`src/rtl/sipo_deser_pkg.sv`:
```
// Shared types and helpers for the serial-in/parallel-out deserializer.
package sipo_deser_pkg;

  // Order in which serial bits populate the output word.
  typedef enum logic {
    LSB_FIRST = 1'b0,
    MSB_FIRST = 1'b1
  } bit_order_e;

  // Index width for a given word width; never narrower than one bit.
  function automatic int idx_w(input int width);
    return (width < 2) ? 1 : $clog2(width);
  endfunction

endpackage

```
`src/rtl/sipo_deser_wrap_counter.sv`:
```
// Modulo-N counter with synchronous reset/clear and a terminal-count flag.
module wrap_counter #(
  parameter int N = 8,
  parameter int W = 3
) (
  input  logic         clk,
  input  logic         rst,
  input  logic         clr,
  input  logic         inc,
  output logic [W-1:0] cnt,
  output logic         tc
);

  localparam logic [W-1:0] LAST = W'(N - 1);

  assign tc = (cnt == LAST);

  // Count up on inc, wrapping from N-1 back to 0; clear restarts the sequence.
  always_ff @(posedge clk) begin
    if (rst || clr) cnt <= '0;
    else if (inc)   cnt <= tc ? '0 : cnt + 1'b1;
  end

endmodule

```
`src/rtl/sipo_deser.sv`:
```
// Serial-in/parallel-out deserializer with valid/ready output and overrun pulse.
module sipo_deser
  import sipo_deser_pkg::*;
#(
  parameter int WIDTH     = 8,
  parameter bit MSB_FIRST = 1'b0,
  parameter int IDX_W     = idx_w(WIDTH)
) (
  input  logic             i_clk,
  input  logic             i_rst,
  input  logic             i_a,
  input  logic             i_en,
  input  logic             i_clear,
  input  logic             i_ready,
  output logic [WIDTH-1:0] o_data,
  output logic             o_valid,
  output logic             o_overrun,
  output logic [IDX_W-1:0] o_idx
);

  localparam bit_order_e ORDER = bit_order_e'(MSB_FIRST);
  localparam logic [IDX_W-1:0] TOP = IDX_W'(WIDTH - 1);

  logic [WIDTH-1:0] asm_q;
  logic [WIDTH-1:0] merged;
  logic [IDX_W-1:0] idx;
  logic [IDX_W-1:0] pos;
  logic             last_bit;
  logic             sample;
  logic             complete;
  logic             load;
  logic             drop;

  // A clear in the same cycle discards the presented bit.
  assign sample   = i_en & ~i_clear;
  assign complete = sample & last_bit;
  // A completed word lands if the output slot is free or being drained now.
  assign load     = complete & (~o_valid | i_ready);
  assign drop     = complete & o_valid & ~i_ready;
  assign pos      = (ORDER == sipo_deser_pkg::MSB_FIRST) ? TOP - idx : idx;
  assign o_idx    = idx;

  wrap_counter #(.N(WIDTH), .W(IDX_W)) u_idx (
    .clk (i_clk),
    .rst (i_rst),
    .clr (i_clear),
    .inc (sample),
    .cnt (idx),
    .tc  (last_bit)
  );

  // Assembly word with the incoming bit merged, so completion sees the full word this edge.
  always_comb begin
    merged      = asm_q;
    merged[pos] = i_a;
  end

  // Assembly register keeps stale bits across words; every position is rewritten before reuse.
  always_ff @(posedge i_clk) begin
    if (i_rst)       asm_q <= '0;
    else if (sample) asm_q <= merged;
  end

  // Output slot: load on completion, release on transfer, flag dropped words for one cycle.
  always_ff @(posedge i_clk) begin
    if (i_rst) begin
      o_data    <= '0;
      o_valid   <= 1'b0;
      o_overrun <= 1'b0;
    end else begin
      o_overrun <= drop;
      if (load) begin
        o_data  <= merged;
        o_valid <= 1'b1;
      end else if (o_valid && i_ready) begin
        o_valid <= 1'b0;
      end
    end
  end

endmodule

```
`config.mk`:
```
export PLATFORM = sky130hd
export DESIGN_NAME = sipo_deser
export DESIGN_NICKNAME = d
export VERILOG_FILES = /design/src/rtl/sipo_deser_pkg.sv /design/src/rtl/sipo_deser_wrap_counter.sv /design/src/rtl/sipo_deser.sv
export SDC_FILE = /design/constraint.sdc
export NUM_CORES = 1
export LEC_CHECK = 0
export BUFFER_PORTS_ARGS = -buffer_cell sky130_fd_sc_hd__buf_2
export CAP_MARGIN = 20
export CORE_MARGIN = 8
export CORE_UTILIZATION = 54
export CTS_BUF_LIST = sky130_fd_sc_hd__clkbuf_16
export DETAILED_ROUTE_END_ITERATION = 16
export PLACE_DENSITY_LB_ADDON = 0.08
export SETUP_SLACK_MARGIN = 0.3
export SYNTH_ARGS = -nofsm -noshare
export SYNTH_HDL_FRONTEND = slang
export SYNTH_HIERARCHICAL = 1
export SYNTH_SLANG_ARGS = --single-unit
```
`constraint.sdc`:
```
create_clock -name i_clk -period 1.7 [get_ports i_clk]
set_clock_uncertainty 0.1 [all_clocks]
set_input_delay 0.425 -clock i_clk [delete_from_list [all_inputs] [get_ports i_clk]]
set_output_delay 0.425 -clock i_clk [all_outputs]
set_load 0.03 [all_outputs]
```
* Yosys cells after proc, flatten, opt, wreduce, memory -nomap -nowiden *
Index checks and enable logic that the tools add are counted.

storage, ports and cells
  flip-flop bits (word level) = 21
  input port bits = 6
  output and inout port bits = 13
  logic and storage cells = 28

operators by class
  add/sub/neg operators = 1
  order comparisons = 2
  equal/unequal tests = 1
  multiplexer cells = 6
  bitwise gates (word level) = 9
  reduce and logical (&&, ||, !) cells = 4

operators with widths
  cell                                                                          count
  8-bit bitwise mux                                                             1
  1-bit bitwise AND                                                             5
  3-bit by 4-bit less-than comparator with 1-bit output, second input constant  1
  3-bit by 1-bit adder with 3-bit output, second input constant                 1
  1-bit demux with 3-bit select                                                 1
  3-bit equality test, second input constant                                    1
  3-bit by 1-bit >= comparator with 1-bit output, second input constant         1
  1-bit 2-to-1 mux                                                              3
  3-bit 2-to-1 mux                                                              1
  1-bit inverter                                                                3
  1-bit logical AND                                                             2
  2-bit nonzero test                                                            1
  1-bit logical OR                                                              1
  1-bit bitwise OR                                                              1

* Depth between registers and ports, before layout *
Gate-level depths: netlist (run 1).

  depth after elaboration = 5
  gate-level depth with buffers = 7
  mapped depth without buffers = 5

* Modules after synthesis *
Netlist (run 1), hierarchy kept.

by module, submodules not included
  module        instances  cells each  area each (um^2)  seq. area each (um^2)
  sipo_deser    1          102         994.7             360.3
  wrap_counter  1          12          142.6             60.1

* Least setup slack after synthesis (run 1) *
No wires, ideal clock.

  path type = register to register
  start = register u_idx.cnt[0]
  end = register o_data[5]
  library setup time = 91 ps
  arrival time = 1550 ps
  required time = 1509 ps
  path slack = -41 ps
  cell stages (with the launch flop) = 8
  buffers on the path = 2
  period minus slack after synthesis = 1741 ps
  path through = dfxtp_1 > ha_1 > ha_1 > and3b_1 > buf_6 > buf_12 > a21oi_2 > a311oi_1

on the way
  elaborated cells between the ends (all ways) = 9
  classes of those cells = order compare (2); eq/ne (1); mux (3); bitwise (2); reduce/logical (1)

RTL lines
  what                    RTL line                       source
  start, declared         sipo_deser_wrap_counter.sv:10  output logic [W-1:0] cnt,
  start signal, assigned  sipo_deser_wrap_counter.sv:21  else if (inc) cnt <= tc ? '0 : cnt + 1'b1;
  3-bit equality test     sipo_deser_wrap_counter.sv:16  assign tc = (cnt == LAST);
  via last_bit            sipo_deser.sv:28               logic last_bit;
  1-bit bitwise AND       sipo_deser.sv:36               assign complete = sample & last_bit;
  1-bit bitwise AND       sipo_deser.sv:38               assign load = complete & (~o_valid | i_ready);
  end signal, assigned    sipo_deser.sv:73               o_data <= merged;
  end, declared           sipo_deser.sv:15               output logic [WIDTH-1:0] o_data,

The timed path passes the listed nets, and every way through them passes these cells.
A chain may end at the register's enable or synchronous reset.

* Final worst setup path (run 1) *
  start = register u_idx.cnt[1]
  end = register o_data[5]

Same word-level chain as after synthesis.

==> impl_results.md, run 1 <==
- Outcome: complete, no violations
- Hold WS: 0.3476 ns
- Worst path slowest cell: dfxtp_4
- CTS buffer count: 3
- Rows: 16
- Fin crit share: 92.97%
- Crit-path cells: ha_4, ha_4, and3b_2, clkbuf_16, a311oi_1
- Syn nets: 122
- Seq/Total Area, Yosys: 36.96%
- Setup TNS: 0 ns
- Max Cap Viol: 0
- Setup ws final: 0.1196 ns
- Max Clk Rate: 0.6327 GHz
- GP Congestion: 0.7952
- Starting Density: 57.39%
- First DRT Iteration DRCs: 34
- Worst path required time: 1.75 ns
- Die Height: 61.90 um
- Drt drc: 0
- CTS H-Tree Depth: 1
- Vias in the first global route: 895
- Synth Area per Inst: 9.977 um^2
- # nets final: 141
- Synth cell types: 30
- IO Pins: 19
- Crit-path most repeated cell: ha_4
- Final Instance Area: 1394 um^2
- Most frequent cells in the layout: dfxtp_1 (18), buf_2 (16), a21oi_1 (13)
- Clock slew at reported path FFs: 0.06 ns
- Dpl cells: 153
- Yosys warns: 6
- ANT nets after route: 0
- Most common cell after layout, fill and taps aside: dfxtp_1
- CP top delay family: flip-flops
- Clk_lat worst skew: 0.25 ns
- WL per Instance: 16.15 um
- Synth Register Bits: 21
- Worst slew margin: 51.02%
- Pwr Density: 746.4 nW/um^2
- Vias: 933
- Finished Layout Cells: 159
- Root Buffer Master: clkbuf_16
- Hold Fails Final Rpt: 0
- Slew Limit Fails: 0
- Antenna cell count: 0
- Max incr delay on CP: 0.36 ns
- DIE AREA: 3831 um^2
- Dpl ws: 0.07171 ns
- Layout area overhead: 22.55%
- Min Tclk post-route: 1.580 ns
- Detailed placement HPWL: 1.590 mm
- WS Path Type: register to register
- RSZ-0062 raised after global routing: true
- Worst IR Drop VDD: 0.5242 mV
- Final Setup Violations: 0
- Die width: 61.90 um
- Buf/Inv on CP: 1
- Antenna violations before repair: 0
- Global-route wire length before repair: 4.126 mm
- Worst Path Max Fanout: 8
- Fin util: 70.33%
- Pin count of the biggest net entering global routing: 22
- Overflow after GRT: 0
- Placed Area: 1222 um^2
- Vias per inst: 5.868
- CP Capture Type: register
- CTS Hold Bufs: 0
- Tot Pwr: 1.040 mW
- Worst Hold Class: input port to register
- Drt total wl: 2.568 mm
- Max Root-Sink Buffers: 2
- Syn Inst Count: 114
- Port Buf Inserts: 18
- Worst slew pin tran: 0.7347 ns
- Clock tree from TritonCTS: done
- Fraction of layout cells with a size suffix above 1: 36.36%
- Core Area: 1982 um^2
- GRT Total Usage: 14.20%
- First-pass iteration count of the detailed router: 4
- Post-Syn Area: 1137 um^2
- LEAKAGE: 0.5421 nW
- Critical Path AT: 1.63 ns
- Startpoint types: register
- Clock Sink Count: 21
==> area by class of cell <==
cell class / count / area, um^2
multi-input cells: 81 / 639.4
fillers: 159 / 588.1
flip-flops and latches: 21 / 429.2
repair buffers: 26 / 212.7
clock buffers: 3 / 75.07
well taps: 27 / 33.78
clock inverters: 1 / 3.754
==> timing repair <==
action,4_1_cts,5_1_grt
endpoints found under the setup margin,11,13
buffers inserted,0,1
resized for setup,8,7
pin swaps,4,13
gates cloned,0,1
==> registers in the layout, summed over array words and instances, names as in the netlist <==
register,flops
asm_q,8
o_data,8
o_overrun,1
o_valid,1
u_idx/cnt,3
==> synthesized netlist by cell type <==
cell | instances | area (um^2)
dfxtp_1 | 21 | 420.4
a21oi_1 | 15 | 75.07
mux2i_1 | 10 | 100.1
a311oi_1 | 8 | 70.07
nand3_1 | 7 | 35.03
o21ai_0 | 6 | 30.03
buf_6 | 5 | 56.30
nand2b_1 | 4 | 25.02
nand3b_1 | 4 | 30.03
nor3_1 | 3 | 15.01
nor3b_2 | 3 | 37.54
a21oi_2 | 2 | 17.52
buf_4 | 2 | 15.01
clkbuf_8 | 2 | 27.53
ha_1 | 2 | 25.02
nand2_1 | 2 | 7.510
nand4_1 | 2 | 12.51
nor2b_1 | 2 | 12.51
o31ai_1 | 2 | 15.01
or3b_1 | 2 | 17.52
a211oi_2 | 1 | 12.51
and2b_2 | 1 | 8.760
and3b_1 | 1 | 8.760
and3b_2 | 1 | 10.01
buf_12 | 1 | 20.02
clkbuf_1 | 1 | 3.750
clkbuf_4 | 1 | 7.510
nor2_1 | 1 | 3.750
nor3_2 | 1 | 10.01
nor3b_1 | 1 | 7.510
==> per-layer routing <==
metal	up-vias	global-route usage [%]	wire length (um)
li1	461	-	-
met1	448	17.75	1155
met2	22	23.78	1278
met3	2	1.852	121
met4	0	5.844	12
met5	-	0	0
==> worst register-to-register path: cells and delay by family, from the launching register on <==
kind                     cells  cell delay [ns]
adder cells (fa/ha/maj)      2             0.32
buffers and inverters        1             0.17
AND/OR/NAND/NOR              1             0.24
AO/OA/AOI/OAI                1             0.29
flip-flops                   1             0.36
==> kinds of logic (layout without fill, tap and decap cells) <==
kind of cell / count (synthesis) / after routing / share of synthesized area, %
multiplexers: 10 / 10 / 8.801
flip-flops: 21 / 21 / 36.96
AND/OR/NAND/NOR: 35 / 35 / 21.23
buffers and inverters: 12 / 30 / 11.44
adder cells (fa/ha/maj): 2 / 2 / 2.200
AO/OA/AOI/OAI: 34 / 34 / 19.36
==> final timing paths <==
check / start / endpoint / slack, ns / depth (start not counted)
min reg2reg: asm_q[0] / asm_q[0] / 0.37 / 2
min: i_clear / u_idx/cnt[0] / 0.35 / 2
max: u_idx/cnt[1] / o_data[5] / 0.12 / 5
max reg2reg: u_idx/cnt[1] / o_data[5] / 0.12 / 5
==> power breakdown <==
group	switching [mW]	internal [mW]	leakage [nW]	total, mW
clock	0.170	0.313	0.0423	0.483
sequential	0.00190	0.492	0.171	0.494
combinational	0.0375	0.0259	0.328	0.0634
No activity file was read; power rests on OpenSTA's default activity.
==> run 2: changes to the inputs <==
--- a/config.mk
+++ b/config.mk
@@ -5,6 +5,7 @@
 export SDC_FILE = /design/constraint.sdc
 export NUM_CORES = 1
 export LEC_CHECK = 0
+export ABC_AREA = 1
 export BUFFER_PORTS_ARGS = -buffer_cell sky130_fd_sc_hd__buf_2
 export CAP_MARGIN = 20
 export CORE_MARGIN = 8
==> impl_results.md, run 2 <==
- Synth Area in Compound Gates: 0.9238% (-18 points)
- Vias in the first global route: 925 (+3.4%)
- Fill count: 180 (+13%)
- HP Start: i_clear
- DIE AREA: 3696 um^2 (-3.5%)
- ANT nets after route: 0 (unchanged)
- Hold Fails Final Rpt: 0 (unchanged)
- Global-route wire length before repair: 3.960 mm (-4.0%)
- Clock tree from TritonCTS: done
- Post-synthesis simple-gate area fraction: 45.50% (+24 points)
- Synth cell types: 15 (-50%)
- Worst Path Max Fanout: 10 (+2)
- Startpoint types: register
- Core Area: 1922 um^2 (-3.0%)
- IO Pins: 19 (unchanged)
- Outcome: complete, no violations
- Seq/Total Area, Yosys: 38.80% (+1.8 points)
- Top FF cell, synth: dfxtp_1
- WL per Instance: 11.13 um (-31%)
- Layout area overhead: 24.25%
- Finished Layout Cells: 221 (+39%)
- Buf/Inv on CP: 1 (unchanged)
- LEAKAGE: 0.7242 nW (+34%)
- Drt total wl: 2.460 mm (-4.2%)
- Setup TNS: 0 ns (unchanged)
- Yosys warns: 6 (unchanged)
- Register-to-Register Path Depth: 6 (+1)
- Top Registers: asm_q: 8 flops, o_data: 8 flops, u_idx/cnt: 3 flops
- Detailed placement HPWL: 1.619 mm (+1.8%)
- Async SR Flop Fraction: 0% (unchanged)
- Post-synthesis mux area share: 0% (-8.8 points)
- # nets final: 203 (+44%)
- Syn Inst Count: 171 (+50%)
- Pwr Density: 832.4 nW/um^2 (+12%)
- CTS H-Tree Depth: 1 (unchanged)
- Fin util: 70.05% (-0.28 points)
- RSZ-0062 raised after global routing: true
- Dpl cells: 211 (+38%)
- Pin count of the biggest net entering global routing: 14 (-36%)
- Max Cap Viol: 0 (unchanged)
- Port Buf Inserts: 18 (unchanged)
- Synth Area per Inst: 6.336 um^2 (-36%)
- GP Congestion: 0.8232 (+3.5%)
- R2R Path Start: u_idx/cnt[0]
- Worst slew pin tran: 0.2696 ns (-0.4651 ns)
- Vias: 1078 (+16%)
- Critical Path AT: 0.82 ns (-0.81 ns)
- CTS Hold Bufs: 0 (unchanged)
- Drt drc: 0 (unchanged)
- Post-Syn Area: 1084 um^2 (-4.7%)
- Worst path slowest cell: dfxtp_4
- R2r setup slk: 0.37 ns (+0.25 ns)
- Clock slew at reported path FFs: 0.06 ns (about the same)
- Share of the synthesized area in the top cell type: 38.80% (+1.8 points)
- Most frequent cells in the layout: nand2_1 (50), nor2_1 (38), inv_1 (26)
- Largest family of logic cells by synthesized area: simple AND/OR/NAND/NOR gates
- Overflow after GRT: 0 (unchanged)
- Antenna cell count: 0 (unchanged)
- Fraction of layout cells with a size suffix above 1: 18.56% (-18 points)
- Area leader, netlist: dfxtp_1
- Max incr delay on CP: 0.40 ns (+0.04 ns)
- Worst Hold Class: input port to register
- Worst path required time: 1.17 ns (-0.58 ns)
- Clk_lat worst skew: 0.25 ns (about the same)
- Crit-path cells: buf_4
- CP top delay family: flip-flops
- Vias per inst: 4.878 (-17%)
- Max Root-Sink Buffers: 2 (unchanged)
- Worst slew margin: 82.02% (+31 points)
- Fin crit share: 79.24% (-14 points)
- Reg area: 431.7 um^2 (+0.58%)
- Clock Sink Count: 21 (unchanged)
- Min Tclk post-route: 1.347 ns (-0.2334 ns)
- Max Clk Rate: 0.7424 GHz (+17%)
- Synth cell count leaders: nand2_1 (50), nor2_1 (38), inv_1 (25)
- Placed Area: 1190 um^2 (-2.7%)
- EDFF count, synth: 0 (unchanged)
- Hold path cells: 4 (+2)
- R2R Path End: o_data[3]
- Rows: 16 (unchanged)
- Worst IR Drop VDD: 0.5987 mV (+14%)
- Starting Density: 56.38% (-1.0 points)
- Antenna violations before repair: 0 (unchanged)
- Hold Crit Endpoint: u_idx/cnt[1]
- WS Path Type: register to primary output
- Post-Synth XOR/XNOR Area: 0% (unchanged)
- Synth top area cells: dfxtp_1 (39%), nand2_1 (17%), nor2_1 (13%)
- Final Instance Area: 1346 um^2 (-3.4%)
- CTS buffer count: 3 (unchanged)
- Most common cell after layout, fill and taps aside: nand2_1
- Synth Register Bits: 21 (unchanged)
- CP Capture Type: primary output
- Critical path depth: 1 (-4)
- Synth Area in Adders: 2.309% (+0.11 points)
- First DRT Iteration DRCs: 25 (-26%)
- Die Height: 60.80 um (-1.8%)
- Die width: 60.80 um (-1.8%)
- Root Buffer Master: clkbuf_16
- Slew Limit Fails: 0 (unchanged)
- Syn nets: 179 (+47%)
- GRT Total Usage: 14.21% (about the same)
- First-pass iteration count of the detailed router: 4 (unchanged)
- Final Setup Violations: 0 (unchanged)
- Cell with the most instances after synthesis: nand2_1
- Area of the multi-input gates: 558.0 um^2 (-13%)
==> run 2: cell families (layout without fill, tap and decap cells) <==
group                    Yosys count  count (layout)
AND/OR/NAND/NOR                  114             115
adder cells (fa/ha/maj)            2               2
buffers and inverters             32              54
flip-flops                        21              21
AO/OA/AOI/OAI                      2               2
==> run 2: worst max-delay path by stage <==
stage                       from   endpoint
floorplan           u_idx/cnt[0]  o_data[3]
finish              u_idx/cnt[0]   o_idx[0]
detailed placement  u_idx/cnt[1]  o_data[4]
CTS                 u_idx/cnt[1]  o_data[1]
global route        u_idx/cnt[0]  o_data[4]
global placement    u_idx/cnt[0]  o_data[0]
==> run 2: layout make-up <==
type,instances,area share (%)
clock buffers,3,5.576
flip-flops and latches,21,32.06
clock inverters,1,0.2788
multi-input cells,119,41.45
inverters,25,6.970
repair buffers,25,11.15
well taps,27,2.509
==> run 2: layer usage <==
layer / part of all wire (%) / vias up / global-route usage (%)
met5: 0 / - / 0
met3: 7.4 / 6 / 3.178
li1: - / 568 / -
met4: 1.7 / 0 / 5.648
met2: 50 / 33 / 24.43
met1: 41 / 471 / 16.53
==> run 2: metrics by stage <==
| step | hold slack [ns] | power (mW) | worst slack [ns] |
|---|---|---|---|
| 4_1_cts | 0.3878 | 1.116 | 0.2990 |
| 3_3_place_gp | 0.3963 | 0.6278 | 0.3412 |
| 6_report | 0.3826 | 1.121 | 0.3529 |
| 3_5_place_dp | 0.3956 | 0.6307 | 0.2883 |
| 2_1_floorplan | 0.4253 | 0.6043 | 0.3283 |
| 5_1_grt | 0.4144 | 1.175 | 0.2742 |
==> run 2: power by group <==
group          switching (mW)  internal, mW  total, mW
registers              0.0105         0.504      0.514
logic                  0.0725        0.0431      0.116
clock network           0.178         0.313      0.491
total                   0.261         0.860       1.12
==> run 2: timing repair <==
item	in CTS	in global routing
setup endpoints to repair	9	9
buffers inserted	0	5
pin swaps	1	0
gates cloned	1	0
gates resized for setup	5	2
==> run 2: worst register-to-register path, stage by stage, from the launching register on <==
cell and delay, ns:
dfxtp_4 0.40, ha_1 0.20, ha_4 0.19, nand3_4 0.12, nand2_1 0.10, nand2_1 0.07, nor2_1 0.10
==> run 3: changes to the inputs <==
--- a/config.mk
+++ b/config.mk
@@ -9,7 +9,7 @@
 export BUFFER_PORTS_ARGS = -buffer_cell sky130_fd_sc_hd__buf_2
 export CAP_MARGIN = 20
 export CORE_MARGIN = 8
-export CORE_UTILIZATION = 54
+export CORE_UTILIZATION = 48
 export CTS_BUF_LIST = sky130_fd_sc_hd__clkbuf_16
 export DETAILED_ROUTE_END_ITERATION = 16
 export PLACE_DENSITY_LB_ADDON = 0.08
==> constraint.sdc (replaced) <==
create_clock -name i_clk -period 1.1 [get_ports i_clk]
set_clock_uncertainty 0.1 [all_clocks]
set_input_delay 0.275 -clock i_clk [delete_from_list [all_inputs] [get_ports i_clk]]
set_output_delay 0.275 -clock i_clk [all_outputs]
set_load 0.03 [all_outputs]
==> impl_results.md, run 3 (synthesis results as in run 2) <==
- Outcome: finished with violations
- Violated checks: setup timing
- Critical Path AT: 0.89 ns (+0.07 ns)
- Hold WS: 0.1910 ns (-0.1916 ns)
- # nets final: 211 (+3.9%)
- ANT nets after route: 0 (unchanged)
- Detailed placement HPWL: 1.784 mm (+10%)
- Drt drc: 0 (unchanged)
- Port Buf Inserts: 18 (unchanged)
- Rows: 17 (+1)
- First DRT Iteration DRCs: 30 (+20%)
- CTS buffer count: 3 (unchanged)
- First-pass iteration count of the detailed router: 5 (+1)
- Die width: 63.51 um (+4.5%)
- Core Area: 2170 um^2 (+13%)
- R2R Path Start: u_idx/cnt[0]
- Clock Sink Count: 21 (unchanged)
- GRT Total Usage: 13.40% (-0.81 points)
- Max Cap Viol: 0 (unchanged)
- Setup ws final: -0.1620 ns (-0.5149 ns)
- Overflow after GRT: 0 (unchanged)
- Worst path slowest cell: dfxtp_4
- Final Setup Violations: 21 (+21)
- CP Capture Type: primary output
- Fin crit share: 114.7%
- Fraction of layout cells with a size suffix above 1: 41.58% (+23 points)
- Worst Hold Class: input port to register
- Layout area overhead: 52.89%
- Fill count: 166 (-7.8%)
- Antenna cell count: 0 (unchanged)
- Worst IR Drop VDD: 0.8808 mV (+47%)
- Startpoint types: register
- Dpl ws: -0.1515 ns (-0.4398 ns)
- CTS Hold Bufs: 0 (unchanged)
- Max Clk Rate: 0.7924 GHz
- Vias per inst: 4.765 (-2.3%)
- Max Root-Sink Buffers: 2 (unchanged)
- Vias: 1096 (+1.7%)
- Antenna violations before repair: 0 (unchanged)
- Starting Density: 49.94% (-6.4 points)
- Clk_lat worst skew: 0.25 ns (about the same)
- DIE AREA: 4034 um^2 (+9.1%)
- Slew Limit Fails: 0 (unchanged)
- Crit-path cells: buf_12, buf_8
- Root Buffer Master: clkbuf_16
- Clock tree from TritonCTS: done
- Top Registers: asm_q: 8 flops, o_data: 8 flops, u_idx/cnt: 3 flops
- Die Height: 63.51 um (+4.5%)
- Clock slew at reported path FFs: 0.05 ns (about the same)
- LEAKAGE: 0.8170 nW (+13%)
- Drt total wl: 2.628 mm (+6.8%)
- WL per Instance: 11.43 um (+2.6%)
- Worst Path Max Fanout: 8 (-2)
- Worst slew margin: 81.56% (-0.46 points)
- WS Path Type: register to primary output
- Most common cell after layout, fill and taps aside: nand2_1
- Max incr delay on CP: 0.36 ns (-0.04 ns)
- Hold Fails Final Rpt: 0 (unchanged)
- Worst Setup SP: u_idx/cnt[1]
- Pin count of the biggest net entering global routing: 13 (-1)
- Worst path required time: 0.72 ns (-0.45 ns)
- Pwr Density: 1066 nW/um^2 (+28%)
- RSZ-0062 raised after global routing: true
- Vias in the first global route: 1045 (+13%)
- IO Pins: 19 (unchanged)
- CTS H-Tree Depth: 1 (unchanged)
- GP Congestion: 0.7972 (-3.2%)
- Global-route wire length before repair: 4.505 mm (+14%)
- HP Start: i_rst
- Most frequent cells in the layout: nand2_1 (41), nor2_1 (33), inv_1 (21)
- Worst slew pin tran: 0.2759 ns (+0.006278 ns)
- Setup TNS: -1.900 ns (-1.900 ns)
- Min Tclk post-route: 1.262 ns
run 3: changes by cell type in the layout (fill, tap and decap cells not counted), sizes merged:
cell | previous run | this run
inv | 26 | 25
buf | 25 | 33
clkinv | 0 | 1
run 3: critical path: cells and delay by family (launching register included):
| kind | cells | cell delay, ns |
|---|---|---|
| flops | 1 | 0.36 |
| buf+inv | 2 | 0.28 |
run 3: final timing paths:
kind | end | slack, ns | cells past startpoint
worst max-delay path | o_idx[1] | -0.16 | 2
worst max register to register | u_idx/cnt[0] | -0.15 | 6
worst min-delay path | o_valid | 0.19 | 2
worst min register to register | o_data[4] | 0.41 | 4
run 3: area by class of cell:
class | instances | area (um^2) | share of cell area (%)
tap | 28 | 35.03 | 2.115
clock buffer | 3 | 75.07 | 4.532
multi-input combinational | 119 | 659.4 | 39.80
clock inverter | 1 | 3.754 | 0.2266
sequential | 21 | 444.2 | 26.81
timing repair buffer | 33 | 327.8 | 19.79
inverter | 25 | 111.4 | 6.722
run 3: per-stage QoR:
step                util, %  total power [mW]  std cells  area (um^2)
finish                76.36             1.766        230         1657
CTS                   72.09             1.772        229         1564
detailed placement    60.55             1.000        219         1314
global route          76.36             1.863        230         1657
floorplan                 -            0.9375        171         1140
global placement      60.55            0.9941        219         1314
run 3: where the power goes:
part           leakage (nW)  switching (mW)  total [mW]  internal (mW)
sequential            0.178          0.0176       0.796          0.778
combinational         0.596           0.133       0.230         0.0973
clock                0.0423           0.257       0.740          0.483
run 3: per-layer routing:
metal | share of wire (%) | GRT usage, % | wire, um
met5 | 0 | 0 | 0
met4 | 0.65 | 6.685 | 17
met3 | 4.1 | 3.710 | 108
met2 | 51 | 22.94 | 1335
met1 | 44 | 14.75 | 1167
run 3: what timing repair did:
item,CTS,global route
pin swaps,14,12
setup endpoints to repair,34,34
buffers inserted,5,1
resized for setup,40,26
gates cloned,1,0
